==> config.mk <==
export PLATFORM = sky130hd
export DESIGN_NAME = cache_ctrl
export DESIGN_NICKNAME = d
export VERILOG_FILES = /design/src/rtl/cache_ctrl_pkg.sv /design/src/rtl/cache_ctrl_tag_store.sv /design/src/rtl/cache_ctrl.sv
export SDC_FILE = /design/constraint.sdc
export NUM_CORES = 1
export LEC_CHECK = 0
export ABC_AREA = 0
export CAP_MARGIN = 20
export CORE_MARGIN = 3
export CORE_UTILIZATION = 35
export CTS_BUF_LIST = sky130_fd_sc_hd__clkbuf_4
export DETAILED_ROUTE_END_ITERATION = 8
export SLEW_MARGIN = 30
export SYNTH_ARGS = -nofsm -noshare
export SYNTH_HDL_FRONTEND = slang
export SYNTH_SLANG_ARGS = --single-unit
==> constraint.sdc <==
create_clock -name clk -period 2.7 [get_ports clk]
set_clock_uncertainty 0.05 [all_clocks]
set_input_delay 0.27 -clock clk [delete_from_list [all_inputs] [get_ports clk]]
set_output_delay 0.27 -clock clk [all_outputs]
set_load 0.05 [all_outputs]
==> src/rtl/cache_ctrl_pkg.sv <==
// cache_ctrl_pkg: shared widths and FSM state encoding for the cache controller
package cache_ctrl_pkg;
    localparam int CC_ADDR_W = 16;
    localparam int CC_DATA_W = 16;
    localparam int CC_IDX_W  = 4;
    localparam int CC_TAG_W  = CC_ADDR_W - CC_IDX_W - 2;
    typedef enum logic [1:0] {IDLE, COMPARE, MEM_RD, MEM_WR} state_t;
endpackage

==> src/rtl/cache_ctrl_tag_store.sv <==
// cache_tag_store: valid+tag array, synchronous write, combinational read, cleared by rst
module cache_tag_store #(
    parameter int IDX_W = 4,
    parameter int TAG_W = 10
) (
    input  logic             clk,
    input  logic             rst,
    input  logic [IDX_W-1:0] idx,
    input  logic             we,
    input  logic [TAG_W-1:0] wr_tag,
    output logic             rd_valid,
    output logic [TAG_W-1:0] rd_tag
);
    logic [(1<<IDX_W)-1:0] valid;
    logic [TAG_W-1:0]      tags [1<<IDX_W];
    always_ff @(posedge clk) begin
        if (rst) begin
            valid <= '0;
        end else if (we) begin
            valid[idx] <= 1'b1;
            tags[idx]  <= wr_tag;
        end
    end
    assign rd_valid = valid[idx];
    assign rd_tag   = tags[idx];
endmodule

==> src/rtl/cache_ctrl.sv <==
// cache_ctrl: direct-mapped write-through no-write-allocate controller; CACHE_CTRL_STATS_EN adds hit/miss counters
module cache_ctrl
    import cache_ctrl_pkg::*;
#(
    parameter int ADDR_W = CC_ADDR_W,
    parameter int DATA_W = CC_DATA_W,
    parameter int IDX_W  = CC_IDX_W,
    parameter int TAG_W  = CC_TAG_W
) (
    input  logic              clk,
    input  logic              rst,
    input  logic              cpu_req,
    input  logic              cpu_we,
    input  logic [ADDR_W-1:0] cpu_add,
    input  logic [DATA_W-1:0] cpu_wdata,
    output logic [DATA_W-1:0] cpu_rdata,
    output logic              cpu_ready,
    output logic              cache_we,
    output logic [ADDR_W-1:0] ram_add,
    output logic [DATA_W-1:0] ram_data_in,
    input  logic [DATA_W-1:0] ram_data_out,
    output logic              mem_req,
    output logic              mem_we,
    output logic [ADDR_W-1:0] mem_add,
    output logic [DATA_W-1:0] mem_wdata,
    input  logic [DATA_W-1:0] mem_rdata,
`ifdef CACHE_CTRL_STATS_EN
    output logic [15:0]       hit_cnt,
    output logic [15:0]       miss_cnt,
`endif
    input  logic              mem_ack
);
    state_t            state, state_n;
    logic [ADDR_W-1:0] req_add;
    logic              req_we;
    logic [DATA_W-1:0] req_wdata;
    logic              tag_valid, hit, refill;
    logic [TAG_W-1:0]  tag_rd;
    wire  [IDX_W-1:0]  req_idx = req_add[IDX_W+1:2];
    wire  [TAG_W-1:0]  req_tag = req_add[ADDR_W-1:IDX_W+2];

    cache_tag_store #(.IDX_W(IDX_W), .TAG_W(TAG_W)) u_tags (
        .clk(clk), .rst(rst), .idx(req_idx), .we(refill), .wr_tag(req_tag),
        .rd_valid(tag_valid), .rd_tag(tag_rd)
    );

    assign hit         = tag_valid && (tag_rd == req_tag);
    assign refill      = (state == MEM_RD) && mem_ack;
    assign ram_add     = req_add;
    assign mem_add     = req_add;
    assign mem_wdata   = req_wdata;
    assign ram_data_in = (state == MEM_RD) ? mem_rdata : req_wdata;

    always_ff @(posedge clk) begin
        if (rst) begin
            state     <= IDLE;
            req_add   <= '0;
            req_we    <= 1'b0;
            req_wdata <= '0;
        end else begin
            state <= state_n;
            if (state == IDLE && cpu_req) begin
                req_add   <= cpu_add;
                req_we    <= cpu_we;
                req_wdata <= cpu_wdata;
            end
        end
    end

    always_comb begin
        state_n   = state;
        cpu_ready = 1'b0;
        cpu_rdata = '0;
        cache_we  = 1'b0;
        mem_req   = 1'b0;
        mem_we    = 1'b0;
        case (state)
            IDLE:    state_n = cpu_req ? COMPARE : IDLE;
            COMPARE: begin
                cache_we  = req_we && hit;
                cpu_ready = !req_we && hit;
                cpu_rdata = (!req_we && hit) ? ram_data_out : '0;
                state_n   = req_we ? MEM_WR : (hit ? IDLE : MEM_RD);
            end
            MEM_RD:  begin
                mem_req   = 1'b1;
                cache_we  = mem_ack;
                cpu_ready = mem_ack;
                cpu_rdata = mem_ack ? mem_rdata : '0;
                state_n   = mem_ack ? IDLE : MEM_RD;
            end
            MEM_WR:  begin
                mem_req   = 1'b1;
                mem_we    = 1'b1;
                cpu_ready = mem_ack;
                state_n   = mem_ack ? IDLE : MEM_WR;
            end
            default: state_n = IDLE;
        endcase
    end

`ifdef CACHE_CTRL_STATS_EN
    // Counters stick at all-ones rather than wrapping
    always_ff @(posedge clk) begin
        if (rst) begin
            hit_cnt  <= '0;
            miss_cnt <= '0;
        end else if (state == COMPARE) begin
            if (hit) hit_cnt <= hit_cnt + {15'd0, hit_cnt != 16'hFFFF};
            else     miss_cnt <= miss_cnt + {15'd0, miss_cnt != 16'hFFFF};
        end
    end
`endif
endmodule

## After elaboration in Yosys (flattened, before gate mapping)

Memory sizes are Yosys's and may differ from the RTL's. A register that Yosys moved wholly into a read port is not among the register bits.
Cells that the tools add are included.

| operators by class | value |
|---|---|
| order comparisons | 2 |
| bitwise operators | 1 |
| multiplexer cells | 23 |
| eq/ne operators | 4 |
| reduce and logical (&&, ||, !) cells | 9 |

Operators by type and width:

| operator | count |
|---|---|
| 2-to-1 mux 16 bit | 3 |
| case mux 16 bit (2 select lines) | 1 |
| bitwise OR 16 bit | 1 |
| equality test 10 bit | 1 |
| 2-to-1 mux 1 bit | 8 |
| 2-to-1 mux 2 bit | 4 |
| 2-to-1 mux 4 bit | 2 |
| case mux 2 bit (4 select lines) | 1 |
| logical AND 1 bit | 6 |
| < comparator 4 x 5 -> 1 bit, second input constant | 1 |
| binary-select mux 1 bit (select 4 bit) | 1 |
| demux 1 bit (select 4 bit) | 1 |
| equality test 2 bit, second input constant | 2 |
| greater-or-equal comparator 4 x 1 -> 1 bit, second input constant | 1 |
| case mux 1 bit (2 select lines) | 2 |
| equality test 2 x 1 -> 1 bit, second input constant | 1 |
| zero test 2 bit | 1 |
| OR reduction 2 bit | 1 |
| zero test 1 bit | 1 |

| storage, ports and cells | value |
|---|---|
| output and inout bits | 84 |
| bits of input ports | 69 |
| memories kept | 1 |
| bits in registers | 51 |
| memory bits (writable) | 160 |
| logic and storage cells | 45 |

Memory list:

| memory | depth | width | rd ports | clocked after memory_dff | wr ports | RTL line | text |
|---|---|---|---|---|---|---|---|
| u_tags.tags | 16 | 10 | 1 | 1 | 1 | cache_ctrl_tag_store.sv:15 | `logic [TAG_W-1:0] tags [1<<IDX_W];` |

## Depth between registers and ports, before layout

Gate-level depths: netlist of the first run.

| logic depth | value |
|---|---|
| depth in word-level cells | 6 |
| depth in mapped cells | 12 |
| gate-level depth less buffers | 7 |

## Cells and area by module

A second synthesis of the first run with hierarchy kept.

| second synthesis, totals | value |
|---|---|
| cell total of the unflattened synthesis | 613 |
| area total of the unflattened synthesis | 8909.8 sq um |

Modules (own cells, without submodules):

| module | cells each | times used | sequential area each (sq um) | area an instance (sq um) |
|---|---|---|---|---|
| cache_tag_store | 335 | 1 | 5124.9 | 6851.6 |
| cache_ctrl | 278 | 1 | 700.7 | 2058.2 |

## Worst setup path before layout of the first run

Ideal clock, no wire load.

| path | value |
|---|---|
| kind | flip-flop to output port |
| from | register with a tool-made name |
| to | output port cpu_rdata[10] |
| buffers on the path | 2 |
| required time | 2.380 ns |
| stages on the path, launching flop included | 10 |
| slack | -0.869 ns |
| data arrival time | 3.249 ns |
| path through | dfxtp_1 > buf_4 > buf_2 > mux4_2 > a22oi_1 > a21oi_1 > nor4_1 > and4b_1 > nand4b_1 > o21ai_0 |

RTL lines:

| item | RTL line | text |
|---|---|---|
| end, declared | cache_ctrl.sv:16 | `output logic [DATA_W-1:0] cpu_rdata,` |

==> results.ini, run 1 <==
[pwr]
leakagePower_nw = 4.315
p_per_area_nw_per_um2 = 574.3
ir_drop_mv = 0.2727

[global_routing]
overflow = 0
antenna_found_initial = 1
grt_pass1_vias = 6874
grt_max_degree = 52
grt_pass1_wl_um = 40000
grt_use_total_pct = 18.53

[min_path]
holdCritStartpoint = cpu_add[1]
whs_endpoint = mem_add[1]
min_path_cells = 3
hp-class = input pin to register

[clock_network]
h-tree-depth = 2
cts_buffers = 53
tritoncts = built
cts.sinks = 215
clk_latency_ns = 0.67
cts-root-buf = clkbuf_4
cts_buffer_depth = 3
clk_pin_slew_worst_paths_ns = 0.07

[placement]
place_ws_ns = -0.6210
dp_hpwl_um = 17110
port-buffer-count = 152
gp_congestion = 0.8535

[yosys]
synthCells = 625
ys_seq_area_share_pct = 64.87
synth_top_area_share_pct = 52.78
ys.flop_type = edfxtp_1
synth-edff-count = 160
synth_fp_nets = 699
async_reset_ff_share_pct = 0
synth_warnings = 0
yosys-top-cells-count = 160 x edfxtp_1, 76 x nand2_1, 55 x dfxtp_1
synth-seq-cells = 215
yosysMostFrequentCell = edfxtp_1
synthTopCellsByArea = edfxtp_1 53%, dfxtp_1 12%, mux4_2 7.7%, nand2_1 3.1%, mux4_1 2.9%
ys_types = 45
synth_largest_area_cell = edfxtp_1
netlist_area_um2 = 9104
syn_area_per_cell_um2 = 14.57

[die]
die_x_um = 167.3
core_area_um2 = 25400
rows = 58
dieArea_um2 = 27980
die_h_um = 167.3
start_util_pct = 35.84
top_level_ports = 153

[timing]
slew_headroom_pct = 58.93
whs_ns = 0.1070
slew_viol_final = 0
worst_slack_ns = -1.118
rsz0062_at_grt = yes
clock.fmax_mhz = 261.9
tns_ns = -19.20
post-route-min-period_ns = 3.818
period_share_pct = 141.4
tightest_slew_ns = 0.6161
finalSetupViolations = 18
finalHoldViolations = 0

[outcome]
failed_checks = negative setup slack
status = finished, violations left

[setup_path]
start_kind = register
worstRegToRegCells = 9
cp_max_fo = 8
worstPathRequired_ns = 2.38
setup.worst_path.class = register to primary output
r2r_end = state[1]
end_kind = primary output
worst-r2r-setup-slack_ns = 0.01
arrival_ns = 3.50

[final_layout]
area_growth_pct = 36.42
final_nets = 921
fillerInstances = 2201
seq_area_um2 = 5922
layout-drive-gt1-share_pct = 31.54
multi_input_area_um2 = 3038

[route]
wirelength_um = 25850
vias = 6301
drtIter0Drc = 385
postRouteAntennaNets = 0
dr.pass1.iters = 7
via_per_inst = 5.156
drc = 0
drt-wirelength-per-cell_um = 21.15

[flow_run]
cap_violations = 0

[worst max-delay path, cell delays in order, from the launching register on]
cell	delay [ns]
dfxtp_4	0.43
mux4_2	0.52
mux2_4	0.29
a22o_4	0.27
nor4_4	0.29
nor4b_4	0.26
and4_4	0.34
buf_12	0.15
a22o_4	0.15
buf_12	0.13
[routing by layer]
metal / vias to the layer above / part of all wire [%] / track usage (%)
li1: 2842 / - / -
met1: 3122 / 40 / 22.90
met2: 295 / 50 / 31.61
met3: 42 / 8.4 / 5.548
met4: 0 / 1.8 / 5.443
met5: - / 0 / 0
[sequential cells by signal, indices dropped and copies added, names as in the netlist, named ones only]
signal	flops
mem_add	16
mem_wdata	16
u_tags.valid	16
req_we	1
state	2
u_tags.tags	160
[cell families after synthesis]
logic type | count (synthesis) | synth area share (%)
adder cells (fa/ha/maj) | 5 | 0.6872
XOR/XNOR | 4 | 0.3849
multiplexers | 74 | 14.49
AND/OR/NAND/NOR | 156 | 8.191
flip-flops | 215 | 64.87
AO/OA/AOI/OAI | 95 | 6.803
buffers and inverters | 76 | 4.577
[worst max path at each step]
stage,startpoint,end,cells past startpoint
final,register,cpu_rdata[13],9
after global routing,register,cpu_rdata[7],9
after CTS,register,cpu_rdata[7],11
after detailed placement,register,cpu_rdata[7],10
after global placement,register,cpu_rdata[8],11
after floorplan,register,cpu_rdata[10],8
[layout by cell type (no fill, tap or decap), drive strengths merged, types with 3 or more instances in the layout]
cell / n
clkinv: 25
a21oi: 42
clkbuf: 72
nor2: 28
mux2i: 14
mux4: 41
mux2: 19
nor3b: 4
nor2b: 7
a22o: 18
nand3: 4
a22oi: 10
o22ai: 17
inv: 23
edfxtp: 160
nand2b: 8
nand2: 76
xnor2: 3
and2: 4
clkdlybuf4s50: 116
buf: 106
nand4: 3
ha: 5
dfxtp: 55
o21ai: 3
nor3: 3
and3: 6
[layout make-up]
type                    count  area share (%)
flip-flops and latches    215           47.68
multi-input cells         334           24.46
repair buffers            222           18.67
clock buffers              72           4.352
well taps                 330           3.325
clock inverters            27          0.8563
inverters                  21          0.6347
diodes                      1         0.02015
[metrics by stage]
step	utilization, %	std cells	cell area [um^2]	power, mW
after CTS	48.60	1220	12340	7.190
after global routing	48.90	1222	12420	7.451
final	48.90	1222	12420	7.132
after detailed placement	45.26	1115	11490	4.610
after global placement	45.26	1115	11490	4.596
after floorplan	-	625	9261	4.250
[where the power goes]
part	switching [mW]	internal, mW
Clock	1.28	1.25
Combinational	0.553	0.415
Sequential	0.0488	3.58
Total	1.88	5.25
[timing repair]
item                                    in CTS  in global routing
pin swaps                                   16                 12
buffers inserted                             5                  1
hold endpoints to repair                     0                  0
endpoints found under the setup margin      19                 19
gates resized for setup                     26                 11
gates cloned                                 1                  0
hold buffers                                 0                  0
(Power assumes the default switching activity.)
==> run 2, diff against run 1 <==
Settings changed: CAP_MARGIN 20 to default, SKIP_CTS_REPAIR_TIMING from default to 1.
==> run 2 against run 1 <==
Fmax fell by 0.69%. Combinational power fell by 2.5%. First-iteration DRC count fell by 6.0%. Total power fell by 0.40%. Sequential cell count did not move. Cell count rose by 0.16%. Critical path depth rose by 2. Utilization fell by 0.27 points. Largest cell class unchanged. Final area fell by 0.55%. Clock power barely moved. The flow still finishes with violations (negative setup slack).
==> results.ini, run 2 (synthesis gave the netlist of run 1 again) <==
[outcome]
status = finished, violations left
failed_checks = negative setup slack

[pwr]
ir_drop_mv = 0.2813  ; +3.1%
leakagePower_nw = 4.301  ; -0.32%
intPower_mw = 5.237  ; -0.22%
switchingPower_mw = 1.866  ; -0.90%
p_sw_share_pct = 26.27  ; -0.13 points
p_per_area_nw_per_um2 = 575.1  ; +0.15%
pwr-share-seq_pct = 51.1  ; +0.2 points
pwr-share-clk_pct = 35.6  ; about the same
p_comb_share_pct = 13.3  ; -0.3 points

[timing]
finalSetupViolations = 19  ; +1
tightest_slew_ns = 0.6057  ; -0.01031 ns
post-route-min-period_ns = 3.844  ; +0.02648 ns
worst_slack_ns = -1.144  ; -0.02648 ns
slew_viol_final = 0  ; unchanged
period_share_pct = 142.4  ; +0.98 points
finalHoldViolations = 0  ; unchanged
clock.fmax_mhz = 260.1  ; -0.69%
slew_headroom_pct = 59.62  ; +0.69 points
rsz0062_at_grt = yes

[setup_path]
worstPathRequired_ns = 2.38  ; about the same
arrival_ns = 3.52  ; +0.02 ns
start_kind = register
worst-r2r-setup-slack_ns = -0.08  ; -0.09 ns
end_kind = primary output
worstRegToRegCells = 10  ; +1
r2r_end = state[1]
setup.worst_path.class = register to primary output
cp_max_fo = 11  ; +3
critPathCapture = cpu_rdata[12]

[flow_run]
cap_violations = 0  ; unchanged

[placement]
port-buffer-count = 152  ; unchanged
gp_congestion = 0.8535  ; unchanged
dpl_cell_area_um2 = 11490  ; unchanged
dp.cells = 1115  ; unchanged
dp_hpwl_um = 17110  ; unchanged

[die]
top_level_ports = 153  ; unchanged
dieArea_um2 = 27980  ; unchanged
die_h_um = 167.3  ; unchanged
core_area_um2 = 25400  ; unchanged
die_x_um = 167.3  ; unchanged
rows = 58  ; unchanged
start_util_pct = 35.84  ; unchanged

[clock_network]
cts_buffers = 53  ; unchanged
h-tree-depth = 2  ; unchanged
cts-root-buf = clkbuf_4
clk_latency_ns = 0.66  ; about the same
tritoncts = built
clk_pin_slew_worst_paths_ns = 0.08  ; about the same
cts.sinks = 215  ; unchanged
cts_buffer_depth = 3  ; unchanged

[route]
drtIter0Drc = 362  ; -6.0%
wirelength_um = 25710  ; -0.55%
drt-wirelength-per-cell_um = 21.00  ; -0.71%
postRouteAntennaNets = 0  ; unchanged
dr.pass1.iters = 5  ; -2
via_per_inst = 5.116  ; -0.78%
vias = 6262  ; -0.62%
drc = 0  ; unchanged

[final_layout]
largest_reg_flops = 160  ; unchanged
regMostFlops = u_tags.tags
area_growth_pct = 35.67
final_nets = 923  ; +0.22%
final_cell_mix = 160 x edfxtp_1, 116 x clkdlybuf4s50_1, 79 x buf_4
instances_no_fill = 1224  ; +0.16%
design_area_um2 = 12350  ; -0.55%
layout_commonest_cell = edfxtp_1
layout-drive-gt1-share_pct = 30.91  ; -0.63 points

[global_routing]
grt_use_total_pct = 18.13  ; -0.40 points
grt_pass1_wl_um = 39180  ; -2.1%
overflow = 0  ; unchanged
grt_max_degree = 52  ; unchanged
grt_pass1_vias = 6738  ; -2.0%
antenna_found_initial = 1  ; unchanged

[min_path]
hp-class = input pin to register

## run 2: cell count changes in the layout (fill, tap and decap cells not counted), sizes merged
cell	delta
buf	+1
clkbuf	+1
## run 2: area by class of cell
class                      count  area (um^2)
fill                        2215        13050
sequential                   215         5922
multi-input combinational    334         2977
timing repair buffer         224         2311
clock buffer                  72        540.5
tap                          330        412.9
clock inverter                27        106.4
inverter                      21        78.83
antenna                        1        2.502
## run 2: stage by stage
stage / worst slack (ns) / hold WS, ns / power [mW] / utilization (%) / setup TNS [ns]
finish: -1.144 / 0.1078 / 7.103 / 48.63 / -19.88
global route: -1.271 / 0.07260 / 7.432 / 48.63 / -22.37
CTS: -1.404 / 0.05756 / 7.153 / 47.80 / -24.08
detailed placement: -0.6210 / 0.4154 / 4.610 / 45.26 / -10.17
global placement: -0.5844 / 0.4056 / 4.596 / 45.26 / -9.514
floorplan: -0.1104 / 0.3560 / 4.250 / - / -1.482
## run 2: power groups by stage
| stage | logic, mW | registers, mW | clock network, mW |
|---|---|---|---|
| 2_1_floorplan | 0.442 | 3.81 | 0 |
| 5_1_grt | 1.00 | 3.63 | 2.80 |
| 3_5_place_dp | 0.900 | 3.71 | 0 |
| 3_3_place_gp | 0.888 | 3.71 | 0 |
| 4_1_cts | 0.903 | 3.64 | 2.61 |
| 6_report | 0.944 | 3.63 | 2.53 |
## run 2: routing by layer
metal	GRT usage [%]	routed length, um
met1	22.60	10380
met2	30.68	12890
met3	5.642	2037
met4	5.087	393
met5	0	0
## run 2: critical path, cell delays in order (launching register included)
cell       delay [ns]
dfxtp_4          0.38
buf_12           0.12
buf_12           0.13
mux4_2           0.29
mux2_2           0.28
a22o_1           0.25
nor4_2           0.33
nor4b_4          0.28
and4_4           0.33
clkbuf_16        0.18
a22o_4           0.14
buf_12           0.13
## run 2: worst min path at each step
stage | cells after the start | endpoint | from
6_report | 3 | mem_add[1] | cpu_add[1]
3_3_place_gp | 2 | u_tags.valid[5] | u_tags.valid[5]
5_1_grt | 3 | mem_wdata[10] | cpu_wdata[10]
2_1_floorplan | 2 | req_we | cpu_we
4_1_cts | 3 | mem_wdata[13] | cpu_wdata[13]
3_5_place_dp | 2 | u_tags.valid[6] | u_tags.valid[6]
==> run 3, diff against run 2 <==
Settings changed: CELL_PAD_IN_SITES_DETAIL_PLACEMENT from default to 0, CELL_PAD_IN_SITES_GLOBAL_PLACEMENT from default to 1, PLACE_DENSITY_LB_ADDON from default to 0.1.
Clock period 2.7 ns to 3.55 ns, I/O delays scaled along.
==> run 3 against run 2 <==
The run still ends with negative setup slack left. Largest power group unchanged. Sequential share of layout area grew 0.41 points. Final area decreased by 0.93%. Via count decreased by 2.8%. Critical path depth did not move.
==> results.ini, run 3 (synthesis gave the netlist of run 1 again) <==
[outcome]
status = finished, violations left
failed_checks = negative setup slack

[placement]
port-buffer-count = 152  ; unchanged
place_ws_ns = 0.01827  ; +0.6392 ns
gp_congestion = 0.7964  ; -6.7%
dp_hpwl_um = 16730  ; -2.2%

[timing]
finalHoldViolations = 0  ; unchanged
period_share_pct = 111.3
slew_headroom_pct = 37.90  ; -22 points
rsz0062_at_grt = yes
post-route-min-period_ns = 3.949
finalSetupViolations = 18  ; -1
whs_ns = 0.1917  ; +0.08393 ns
tightest_slew_ns = 0.9314  ; +0.3257 ns
tns_ns = -6.178  ; +13.70 ns
worst_slack_ns = -0.3994  ; +0.7450 ns
clock.fmax_mhz = 253.2
slew_viol_final = 0  ; unchanged

[pwr]
ir_drop_mv = 0.1862  ; -34%
leakagePower_nw = 4.191  ; -2.6%
switchingPower_mw = 1.403  ; -25%
p_comb_share_pct = 12.8  ; -0.5 points
pwr-share-clk_pct = 36.5  ; +0.9 points
p_per_area_nw_per_um2 = 445.6  ; -23%
pwr-share-seq_pct = 50.7  ; -0.4 points
power_mw = 5.453  ; -23%
p_sw_share_pct = 25.73  ; -0.54 points
intPower_mw = 4.050  ; -23%

[final_layout]
layout_commonest_cell = edfxtp_1
layout-drive-gt1-share_pct = 27.40  ; -3.5 points
area_growth_pct = 34.40
utilization_pct = 48.17  ; -0.45 points
regMostFlops = u_tags.tags
fillerInstances = 2280  ; +2.9%
final_nets = 911  ; -1.3%
largest_reg_flops = 160  ; unchanged
final_cell_mix = 160 x edfxtp_1, 133 x clkdlybuf4s50_1, 80 x clkbuf_4

[clock_network]
cts.sinks = 215  ; unchanged
clk_pin_slew_worst_paths_ns = 0.07  ; about the same
h-tree-depth = 2  ; unchanged
tritoncts = built
clk_latency_ns = 0.67  ; about the same
cts-root-buf = clkbuf_4
cts_buffers = 56  ; +5.7%
cts_buffer_depth = 3  ; unchanged

[route]
vias = 6089  ; -2.8%
via_per_inst = 5.045  ; -1.4%
wirelength_um = 26020  ; +1.2%
drtIter0Drc = 286  ; -21%
drc = 0  ; unchanged
dr.pass1.iters = 5  ; unchanged
postRouteAntennaNets = 0  ; unchanged
drt-wirelength-per-cell_um = 21.55  ; +2.6%

[die]
start_util_pct = 35.84  ; unchanged
core_area_um2 = 25400  ; unchanged
dieArea_um2 = 27980  ; unchanged
rows = 58  ; unchanged
top_level_ports = 153  ; unchanged
die_h_um = 167.3  ; unchanged
die_x_um = 167.3  ; unchanged

[global_routing]
antenna_found_initial = 1  ; unchanged
grt_max_degree = 52  ; unchanged
grt_use_total_pct = 18.04  ; -0.091 points
overflow = 0  ; unchanged
grt_pass1_wl_um = 38430  ; -1.9%
grt_pass1_vias = 6464  ; -4.1%

[setup_path]
start_kind = register
arrival_ns = 3.54  ; +0.02 ns
cp_max_fo = 8  ; -3
end_kind = primary output
worstPathRequired_ns = 3.14  ; +0.76 ns
setup.worst_path.class = register to primary output

[min_path]
hp-class = input pin to register
holdCritStartpoint = cpu_add[0]

[flow_run]
cap_violations = 0  ; unchanged

-- run 3: power by group through the flow --
stage	registers, mW	logic [mW]	clock network [mW]
final	2.76	0.699	1.99
after global routing	2.77	0.744	2.21
after CTS	2.77	0.671	2.06
after detailed placement	2.82	0.668	0
after global placement	2.82	0.664	0
after floorplan	2.90	0.332	0
-- run 3: layout make-up --
| class | instances | area (um^2) | area share (%) |
|---|---|---|---|
| repair buffers | 209 | 2211 | 18.07 |
| well taps | 330 | 412.9 | 3.375 |
| inverters | 21 | 78.83 | 0.6442 |
| flip-flops and latches | 215 | 5917 | 48.36 |
| clock inverters | 17 | 63.81 | 0.5215 |
| multi-input cells | 334 | 2949 | 24.10 |
| diodes | 1 | 2.502 | 0.02045 |
| clock buffers | 80 | 600.6 | 4.908 |
-- run 3: path summary, 6_finish.rpt --
kind                            cells past startpoint  slack (ns)      endpoint
worst min register to register                      2        0.43  mem_wdata[5]
worst max register to register                      8        0.70      state[1]
worst min-delay path                                3        0.19    mem_add[0]
worst max-delay path                               11       -0.40  cpu_rdata[2]
-- run 3: metal layers --
layer	track usage [%]	vias up	wire [um]
met5	0	-	0
met4	4.838	0	295
met3	5.524	24	2078
met2	30.10	252	12700
met1	23.01	3003	10940
li1	-	2810	-
-- run 3: worst max-delay path, stage by stage, from the launching register on --
cell	delay [ns]
dfxtp_4	0.41
buf_12	0.12
buf_4	0.13
mux4_1	0.56
a22oi_1	0.20
nand2_1	0.10
xor2_1	0.22
nor4b_4	0.33
and4_4	0.33
buf_12	0.15
a22o_1	0.19
buf_12	0.15
-- run 3: stage by stage --
step	cell area, um^2	std cells
after floorplan	9104	625
after global placement	11260	1099
after detailed placement	11260	1099
after CTS	11920	1196
after global routing	12240	1207
final	12240	1207
